### config.mk
export PLATFORM = sky130hd
export DESIGN_NAME = ram_rw_master
export DESIGN_NICKNAME = d
export VERILOG_FILES = /design/src/rtl/ram_rw_master.sv
export SDC_FILE = /design/constraint.sdc
export NUM_CORES = 1
export LEC_CHECK = 0
export ABC_AREA = 1
export BUFFER_PORTS_ARGS = -buffer_cell sky130_fd_sc_hd__buf_4
export CAP_MARGIN = 40
export CORE_AREA = 3 3 195 197
export CTS_CLUSTER_DIAMETER = 100
export CTS_CLUSTER_SIZE = 16
export DETAILED_ROUTE_END_ITERATION = 10
export DIE_AREA = 0 0 198 200
export HOLD_SLACK_MARGIN = 0.06
export PLACE_DENSITY = 0.59
export SETUP_SLACK_MARGIN = 0.15
export SLEW_MARGIN = 20
export SYNTH_ARGS = -nofsm -noshare
export SYNTH_HDL_FRONTEND = slang
export SYNTH_SLANG_ARGS = --single-unit
### constraint.sdc
create_clock -name clock -period 3.6 [get_ports clock]
set_clock_uncertainty 0.05 [all_clocks]
set_input_delay 0.18 -clock clock [delete_from_list [all_inputs] [get_ports clock]]
set_output_delay 0.18 -clock clock [all_outputs]
set_load 0.01 [all_outputs]
### src/rtl/ram_rw_master.sv
// ============================================================================
// ram_rw_master : core-side ram_rw initiator, IF/LS arbitration, lane align
// Rev 1.0
// ============================================================================
`default_nettype none

module ram_rw_master #(
   parameter int TIMEOUT_CYCLES = 16
) (
   input  logic        clock,
   input  logic        reset,
   input  logic        if_req_valid_i,
   input  logic [63:0] if_req_addr_i,
   output logic        if_req_ready_o,
   output logic        if_resp_valid_o,
   output logic [31:0] if_resp_instr_o,
   output logic        if_resp_err_o,
   input  logic        ls_req_valid_i,
   input  logic        ls_req_wen_i,
   input  logic [63:0] ls_req_addr_i,
   input  logic [63:0] ls_req_wdata_i,
   input  logic [2:0]  ls_req_size_i,
   output logic        ls_req_ready_o,
   output logic        ls_resp_valid_o,
   output logic [63:0] ls_resp_rdata_o,
   output logic        ls_resp_err_o,
   output logic        ram_rw_cen_o,
   output logic        ram_rw_wen_o,
   output logic [63:0] ram_rw_addr_o,
   output logic [63:0] ram_rw_wdata_o,
   output logic [7:0]  ram_rw_wmask_o,
   output logic [2:0]  ram_rw_size_o,
   input  logic        ram_rw_ready_i,
   input  logic [63:0] ram_rw_data_i,
   output logic        busy_o
);

   typedef enum logic [1:0] {
      S_IDLE = 2'd0,
      S_REQ  = 2'd1,
      S_WAIT = 2'd2
   } state_t;

   localparam logic [7:0] c_timeout_last = 8'(TIMEOUT_CYCLES - 1);

   state_t      r_state;
   state_t      w_state_next;
   logic [7:0]  r_cnt;

   logic        r_owner_ls;
   logic        r_wen;
   logic [63:0] r_addr;
   logic [2:0]  r_size;
   logic [63:0] r_wdata;
   logic [7:0]  r_wmask;

   logic        r_if_resp_valid;
   logic [31:0] r_if_resp_instr;
   logic        r_if_resp_err;
   logic        r_ls_resp_valid;
   logic [63:0] r_ls_resp_rdata;
   logic        r_ls_resp_err;

   logic        w_accept_ls;
   logic        w_accept_if;
   logic [2:0]  w_ls_off;
   logic        w_ls_mis;
   logic        w_if_mis;
   logic [7:0]  w_base_mask;
   logic [7:0]  w_store_mask;
   logic [63:0] w_store_wdata;
   logic        w_timeout;
   logic [63:0] w_shifted;
   logic [63:0] w_load;
   logic [31:0] w_instr;

   // ------------------------------------------------------------------------
   // Request decode: LS has fixed priority over IF
   // ------------------------------------------------------------------------
   assign w_accept_ls = (r_state == S_IDLE) & ls_req_valid_i & ~reset;
   assign w_accept_if = (r_state == S_IDLE) & if_req_valid_i & ~ls_req_valid_i & ~reset;
   assign w_ls_off    = ls_req_addr_i[2:0];
   assign w_if_mis    = |if_req_addr_i[1:0];

   always_comb begin
      w_ls_mis    = 1'b0;
      w_base_mask = 8'h00;
      case (ls_req_size_i[1:0])
         2'd0: begin w_ls_mis = 1'b0;            w_base_mask = 8'h01; end
         2'd1: begin w_ls_mis = w_ls_off[0];     w_base_mask = 8'h03; end
         2'd2: begin w_ls_mis = |w_ls_off[1:0];  w_base_mask = 8'h0F; end
         default: begin w_ls_mis = |w_ls_off;    w_base_mask = 8'hFF; end
      endcase
   end

   assign w_store_mask  = w_base_mask << w_ls_off;
   assign w_store_wdata = ls_req_wdata_i << {w_ls_off, 3'b000};

   // ------------------------------------------------------------------------
   // Read data formatting
   // ------------------------------------------------------------------------
   assign w_shifted = ram_rw_data_i >> {r_addr[2:0], 3'b000};
   assign w_instr   = r_addr[2] ? ram_rw_data_i[63:32] : ram_rw_data_i[31:0];

   always_comb begin
      w_load = 64'd0;
      case (r_size[1:0])
         2'd0: w_load = r_size[2] ? {56'd0, w_shifted[7:0]}
                                  : {{56{w_shifted[7]}}, w_shifted[7:0]};
         2'd1: w_load = r_size[2] ? {48'd0, w_shifted[15:0]}
                                  : {{48{w_shifted[15]}}, w_shifted[15:0]};
         2'd2: w_load = r_size[2] ? {32'd0, w_shifted[31:0]}
                                  : {{32{w_shifted[31]}}, w_shifted[31:0]};
         default: w_load = w_shifted;
      endcase
   end

   assign w_timeout = (r_state == S_WAIT) & ~ram_rw_ready_i & (r_cnt == c_timeout_last);

   // ------------------------------------------------------------------------
   // FSM: state register and next-state / control outputs
   // ------------------------------------------------------------------------
   always_ff @(posedge clock) begin
      if (reset) r_state <= S_IDLE;
      else       r_state <= w_state_next;
   end

   always_comb begin
      w_state_next   = r_state;
      ls_req_ready_o = 1'b0;
      if_req_ready_o = 1'b0;
      ram_rw_cen_o   = 1'b0;
      busy_o         = (r_state != S_IDLE);
      case (r_state)
         S_IDLE: begin
            ls_req_ready_o = w_accept_ls;
            if_req_ready_o = w_accept_if;
            if (w_accept_ls)      w_state_next = w_ls_mis ? S_IDLE : S_REQ;
            else if (w_accept_if) w_state_next = w_if_mis ? S_IDLE : S_REQ;
         end
         S_REQ: begin
            ram_rw_cen_o = 1'b1;
            w_state_next = S_WAIT;
         end
         S_WAIT: begin
            if (ram_rw_ready_i || w_timeout) w_state_next = S_IDLE;
         end
         default: w_state_next = S_IDLE;
      endcase
   end

   // ------------------------------------------------------------------------
   // Transaction latch, timeout counter and response registers
   // ------------------------------------------------------------------------
   always_ff @(posedge clock) begin
      if (reset) begin
         r_cnt           <= 8'd0;
         r_owner_ls      <= 1'b0;
         r_wen           <= 1'b0;
         r_addr          <= 64'd0;
         r_size          <= 3'd0;
         r_wdata         <= 64'd0;
         r_wmask         <= 8'd0;
         r_if_resp_valid <= 1'b0;
         r_if_resp_instr <= 32'd0;
         r_if_resp_err   <= 1'b0;
         r_ls_resp_valid <= 1'b0;
         r_ls_resp_rdata <= 64'd0;
         r_ls_resp_err   <= 1'b0;
      end else begin
         r_if_resp_valid <= 1'b0;
         r_if_resp_instr <= 32'd0;
         r_if_resp_err   <= 1'b0;
         r_ls_resp_valid <= 1'b0;
         r_ls_resp_rdata <= 64'd0;
         r_ls_resp_err   <= 1'b0;
         case (r_state)
            S_IDLE: begin
               // Misaligned requests answer immediately and leave the bus untouched
               if (w_accept_ls) begin
                  if (w_ls_mis) begin
                     r_ls_resp_valid <= 1'b1;
                     r_ls_resp_err   <= 1'b1;
                  end else begin
                     r_owner_ls <= 1'b1;
                     r_wen      <= ls_req_wen_i;
                     r_addr     <= ls_req_addr_i;
                     r_size     <= ls_req_size_i;
                     r_wmask    <= ls_req_wen_i ? w_store_mask  : 8'd0;
                     r_wdata    <= ls_req_wen_i ? w_store_wdata : 64'd0;
                  end
               end else if (w_accept_if) begin
                  if (w_if_mis) begin
                     r_if_resp_valid <= 1'b1;
                     r_if_resp_err   <= 1'b1;
                  end else begin
                     r_owner_ls <= 1'b0;
                     r_wen      <= 1'b0;
                     r_addr     <= if_req_addr_i;
                     r_size     <= 3'd2;
                     r_wmask    <= 8'd0;
                     r_wdata    <= 64'd0;
                  end
               end
            end
            S_REQ: begin
               r_cnt <= 8'd0;
            end
            S_WAIT: begin
               if (ram_rw_ready_i) begin
                  if (r_owner_ls) begin
                     r_ls_resp_valid <= 1'b1;
                     r_ls_resp_rdata <= r_wen ? 64'd0 : w_load;
                  end else begin
                     r_if_resp_valid <= 1'b1;
                     r_if_resp_instr <= w_instr;
                  end
               end else if (w_timeout) begin
                  if (r_owner_ls) begin
                     r_ls_resp_valid <= 1'b1;
                     r_ls_resp_err   <= 1'b1;
                  end else begin
                     r_if_resp_valid <= 1'b1;
                     r_if_resp_err   <= 1'b1;
                  end
               end else begin
                  r_cnt <= r_cnt + 8'd1;
               end
            end
            default: ;
         endcase
      end
   end

   assign ram_rw_wen_o    = r_wen;
   assign ram_rw_addr_o   = {r_addr[63:3], 3'b000};
   assign ram_rw_wdata_o  = r_wdata;
   assign ram_rw_wmask_o  = r_wmask;
   assign ram_rw_size_o   = {1'b0, r_size[1:0]};

   assign if_resp_valid_o = r_if_resp_valid;
   assign if_resp_instr_o = r_if_resp_instr;
   assign if_resp_err_o   = r_if_resp_err;
   assign ls_resp_valid_o = r_ls_resp_valid;
   assign ls_resp_rdata_o = r_ls_resp_rdata;
   assign ls_resp_err_o   = r_ls_resp_err;

endmodule

`default_nettype wire

# Word level (Yosys, flattened, before mapping)

Cells that the tools add are included.

$lt $le $gt $ge: 0
Reduce and logical (&&, ||, !) cells: 15
Div/mod/pow operators: 0
Equal/unequal tests: 13
Bitwise logic cells: 12
Add/subtract/negate cells: 1
Multiply operators: 0
Shifts and indexed selects: 3
Muxes and demuxes: 60

Operators by type and width:

| operator                                       | number |
|---|---|
| two-way mux 64 bit                             | 12 |
| case mux 64 bit (3 select lines)               | 1 |
| << shifter 64 x 6 -> 64 bit                    | 1 |
| >> shifter 64 x 6 -> 64 bit                    | 1 |
| two-way mux 8 bit                              | 7 |
| two-way mux 32 bit                             | 1 |
| two-way mux 1 bit                              | 24 |
| case mux 8 bit (3 select lines)                | 1 |
| case mux 8 bit (2 select lines)                | 1 |
| two-way mux 3 bit                              | 4 |
| adder 8 x 1 -> 8 bit (second input constant)   | 1 |
| == test 8 x 4 -> 1 bit (second input constant) | 1 |
| != test 2 bit (second input constant)          | 4 |
| case mux 1 bit (2 select lines)                | 4 |
| << shifter 8 x 3 -> 8 bit                      | 1 |
| bitwise AND 1 bit                              | 7 |
| == test 2 x 1 -> 1 bit (second input constant) | 3 |
| == test 2 bit (second input constant)          | 3 |
| logical NOT 2 bit                              | 3 |
| two-way mux 2 bit                              | 3 |
| case mux 2 bit (3 select lines)                | 1 |
| nonzero test 2 bit                             | 3 |
| NOT 1 bit                                      | 5 |
| OR reduction 5 bit                             | 1 |
| other kinds (10)                               | 11 |

Bits of input ports: 265
Bits in writable memories: 0
Word-level logic and storage cells: 118
Bits in latches: 0
Flip-flop bits (word level): 251
Memories: 0
Bits in read-only memories: 0

# Depth between registers and ports, before layout

Word-level depth: 7
Depth in mapped cells: 14
Mapped depth without buffers: 11

# Worst setup path before layout

No wires, ideal clock.

Path type: register -> register
Start: register r_cnt[0]
End: register r_cnt[5]
Slack: 1.895 ns
Stages on the path, launching flop included: 10
Clock period less this slack: 1.705 ns
Required time: 3.480 ns
Arrival: 1.584 ns
Cell sequence: dfxtp_1 -> ha_1 -> inv_1 -> nor2_1 -> nand2_1 -> o21ai_0 -> nand2_1 -> inv_1 -> nand2_1 -> a21oi_1

Word-level cells in the longest chain between the ends: 4

Ends and longest elaborated chain:

| item                                                                   | line     | source |
|---|---|---|
| from (decl)                                                            | 48       | `logic [7:0] r_cnt;` |
| from (signal assigned)                                                 | 227      | `r_cnt <= r_cnt + 8'd1;` |
| adder 8 x 1 -> 8 bit or == test 8 x 4 -> 1 bit (tied branches)         | 227, 118 |  |
| two-way mux 8 bit or bitwise AND 1 bit (tied branches)                 | 218, 118 |  |
| two-way mux 8 bit or != test 2 bit (tied branches)                     | --       |  |
| case mux 8 bit (2 select lines) or AND reduction 3 bit (tied branches) | --       |  |

Parallel ways exist; a longest one is shown, timed or not. The select of a mux whose other input is x is not followed.
A chain may end at the register's enable or synchronous reset.

# Final worst setup path

Start: register r_addr[1]
End: register r_ls_resp_rdata[48], in the netlist ls_resp_rdata_o[48]

Word-level cells in the longest chain between the ends: 3

Ends and longest elaborated chain:

| item                                  | line          | source |
|---|---|---|
| from (decl)                           | 52            | `logic [63:0] r_addr;` |
| from (signal assigned)                | 187           | `r_addr <= ls_req_addr_i;` |
| from (signal assigned)                | 199           | `r_addr <= if_req_addr_i;` |
| >> shifter 64 x 6 -> 64 bit *         | 102           | `assign w_shifted = ram_rw_data_i >> {r_addr[2:0], 3'b000};` |
| two-way mux 64 bit (on tied branches) | 112, 108, 110 |  |
| case mux 64 bit (3 select lines) *    | 107           | `case (r_size[1:0])` |
| to (signal assigned)                  | 213           | `r_ls_resp_rdata <= r_wen ? 64'd0 : w_load;` |
| to (decl)                             | 61            | `logic [63:0] r_ls_resp_rdata;` |

Every way passes the cells marked *; elsewhere a longest branch is shown, timed or not.

==> impl_metrics.env <==
export IMPL_status="complete, no violations"
export IMPL_cp_data_required_time_ns=3.93
export IMPL_tns_ns=0
export IMPL_drc=0
export IMPL_fin_crit_sh_pct=72.7
export IMPL_finalHoldViolCount=0
export IMPL_die_area_um2=39600
export IMPL_cts_tree="done"
export IMPL_globalplace_congestion=0.951
export IMPL_dr_total_vias=16500
export IMPL_via_per_inst=5.15
export IMPL_dieWidth_um=198
export IMPL_crit_arrival_ns=2.95
export IMPL_syn_to_final_growth_pct=43.1
export IMPL_r2r_cells=8
export IMPL_worst_slack_ns=0.983
export IMPL_grt_pass1_vias=15600
export IMPL_cts_buffers=19
export IMPL_worstSetupPathType="reg2reg"
export IMPL_start_kind="register"
export IMPL_grt_pass1_wl_um=86100
export IMPL_drtPass1Iterations=5
export IMPL_fin_crit_ns=2.62
export IMPL_powerDensity_nw_per_um2=352
export IMPL_clock_latency_ns=0.51
export IMPL_io_pins=509
export IMPL_htree_levels=1
export IMPL_relSlewSlack_pct=45.0
export IMPL_maxSlewViolCount=0
export IMPL_fp_dieH_um=200
export IMPL_antenna_found_initial=0
export IMPL_rr_startpoint="r_addr[1]"
export IMPL_drtAntennaViolNets=0
export IMPL_syn_area_um2=13700
export IMPL_synth_seq_cells=251
export IMPL_ys_types=33
export IMPL_first_iter_violations=1265
export IMPL_clockBufferDepth=3
export IMPL_worst_pin_slew_ns=0.825
export IMPL_hold_start="ls_req_addr_i[5]"
export IMPL_clk_pin_slew_worst_paths_ns=0.08
export IMPL_clock_sinks=251
export IMPL_grt_ovfl_total=0
export IMPL_drive_above_1_share_pct=21.1
export IMPL_ir_drop_v=0.000279
export IMPL_drv_cap=0
export IMPL_fin_area_um2=19600
export IMPL_crit_end="ls_resp_rdata_o[48]"
export IMPL_rows=70
export IMPL_ys_seq_area_share_pct=36.7
export IMPL_avgSynthCellArea_um2=6.20
export IMPL_finalWirelength_um=57500
export IMPL_max_freq_ghz=0.382
export IMPL_final_util_pct=53.8
export IMPL_synth_cells=2212
export IMPL_grt_usage_pct=27.3
export IMPL_core_um2=36400
export IMPL_pre_cts_slack_ns=1.02
export IMPL_setup_viol=0
export IMPL_critPathMaxFanout=63
export IMPL_nets=3002
export IMPL_startpoint="r_addr[1]"
export IMPL_fillers=3646
export IMPL_min_path_type="in2reg"
export IMPL_dpl_instance_area_um2=17100
export IMPL_start_util_pct=37.6
export IMPL_crit_path_end_kind="register"
export IMPL_grt_max_degree=142
export IMPL_p_leak_nw=9.45
export IMPL_cts_resized=0
export IMPL_clockRootBuffer="clkbuf_16"
export IMPL_wl_per_cell_um=17.9
export IMPL_dpl_hpwl_um=41200
export IMPL_rrSetupSlack_ns=0.98
export IMPL_rr_endpoint="ls_resp_rdata_o[48]"
export IMPL_yosys_warnings=0
export IMPL_antenna_cells=0
export IMPL_rsz0062_at_grt="false"
export IMPL_io_buffer_count=504
==> worst max-delay path: stages, from the launching register on <==
cell	delay, ns
dfxtp_2	0.33
buf_4	0.45
nand3_1	0.17
nand3_1	0.14
nand2_1	0.08
nand2_2	0.21
nand3_2	0.60
nor2_1	0.38
nor2_1	0.08
==> cells in the mapped netlist (all sizes together) <==
library cell | instances | share of area [%]
a21boi | 1 | 0.055
a21oi | 162 | 5.9
a22oi | 1 | 0.055
a31oi | 1 | 0.046
buf | 136 | 6.7
clkbuf | 90 | 2.5
clkinv | 1 | 0.027
conb | 1 | 0.027
dfxtp | 251 | 37
ha | 1 | 0.091
inv | 92 | 2.5
nand2 | 736 | 20
nand3 | 202 | 7.4
nand3b | 1 | 0.055
nand4 | 11 | 0.50
nor2 | 326 | 9.1
nor3 | 5 | 0.18
nor4 | 1 | 0.091
o211ai | 40 | 2.2
o21ai | 149 | 5.4
o31ai | 1 | 0.055
or2 | 2 | 0.091
xor2 | 1 | 0.064
==> area by class of cell <==
| class | count | area (um2) | area share [%] |
|---|---|---|---|
| clock inverters | 1 | 30.0 | 0.153 |
| flip-flops and latches | 251 | 5030 | 25.6 |
| inverters | 93 | 349 | 1.78 |
| repair buffers | 726 | 6030 | 30.7 |
| multi-input cells | 1645 | 7110 | 36.3 |
| clock buffers | 21 | 483 | 2.46 |
| well taps | 468 | 586 | 2.98 |
==> cells by family after synthesis <==
group                    share of synthesized area (%)
XOR/XNOR                                        0.0639
other                                           0.0274
AND/OR/NAND/NOR                                   37.7
flip-flops                                        36.7
adder cells (fa/ha/maj)                         0.0913
buffers and inverters                             11.7
AO/OA/AOI/OAI                                     13.8
==> sequential cells by signal, summed over array words and instances, names as in the netlist <==
signal and count:
r_state 2, r_owner_ls 1, r_addr 64, r_cnt 8
if_resp_instr_o 32, if_resp_err_o 1, ls_resp_err_o 1, ls_resp_valid_o 1
r_size 3, ram_rw_wen_o 1, ls_resp_rdata_o 64, ram_rw_wdata_o 64
if_resp_valid_o 1, ram_rw_wmask_o 8
==> routing by layer <==
| metal | track usage (%) | vias to the layer above | share of wire [%] |
|---|---|---|---|
| met5 | 0 | - | 0 |
| met4 | 10.5 | 0 | 4.6 |
| met3 | 4.41 | 162 | 7.4 |
| met2 | 47.1 | 763 | 48 |
| met1 | 34.4 | 7537 | 40 |
| li1 | - | 8036 | - |
==> worst min-delay path by stage <==
stage          slack, ns                  end  cells past startpoint
2_1_floorplan       0.27  if_resp_instr_o[16]                      2
3_3_place_gp        0.40  if_resp_instr_o[12]                      3
3_5_place_dp        0.40  if_resp_instr_o[12]                      3
4_1_cts             0.06            r_addr[5]                      5
5_1_grt             0.08           r_addr[10]                      5
6_report            0.07            r_addr[5]                      5
==> through the flow <==
stage               hold slack [ns]  total power, mW  cells
floorplan                     0.273             4.09   2215
global placement              0.400             4.68   2983
detailed placement            0.399             4.70   2987
CTS                          0.0624             6.95   3203
global route                 0.0809             7.28   3205
finish                       0.0655             6.91   3205
==> report_power, final <==
part           leakage, nW  switching (mW)  internal (mW)
combinational         7.17            1.13          0.836
clock                0.251           0.995           1.02
sequential            2.03          0.0645           2.86
total                 9.45            2.19           4.72
==> cells in the final DEF (no fill, tap or decap), types with 2 or more instances in the layout <==
cell / synthesis / routed
nor2_4: 3 / 4
clkbuf_16: 0 / 19
nor3_1: 5 / 5
dfxtp_2: 0 / 2
nand2_1: 732 / 731
dfxtp_1: 251 / 248
dlygate4sd3_1: 0 / 194
buf_4: 85 / 525
inv_1: 84 / 84
or2_2: 2 / 2
a21oi_1: 162 / 162
o211ai_1: 40 / 40
nand4_1: 11 / 11
nand2_2: 3 / 4
o21ai_0: 136 / 136
nor2_1: 322 / 321
nand3_1: 200 / 200
inv_2: 8 / 8
nand3_2: 2 / 2
clkbuf_1: 90 / 2
conb_1: 1 / 4
o21ai_1: 13 / 13
buf_12: 0 / 5
==> timing repair <==
action	4_1_cts	5_1_grt
setup buffers	0	0
endpoints found under the hold margin	115	0
hold buffers	194	0
(Power assumes the default switching activity.)
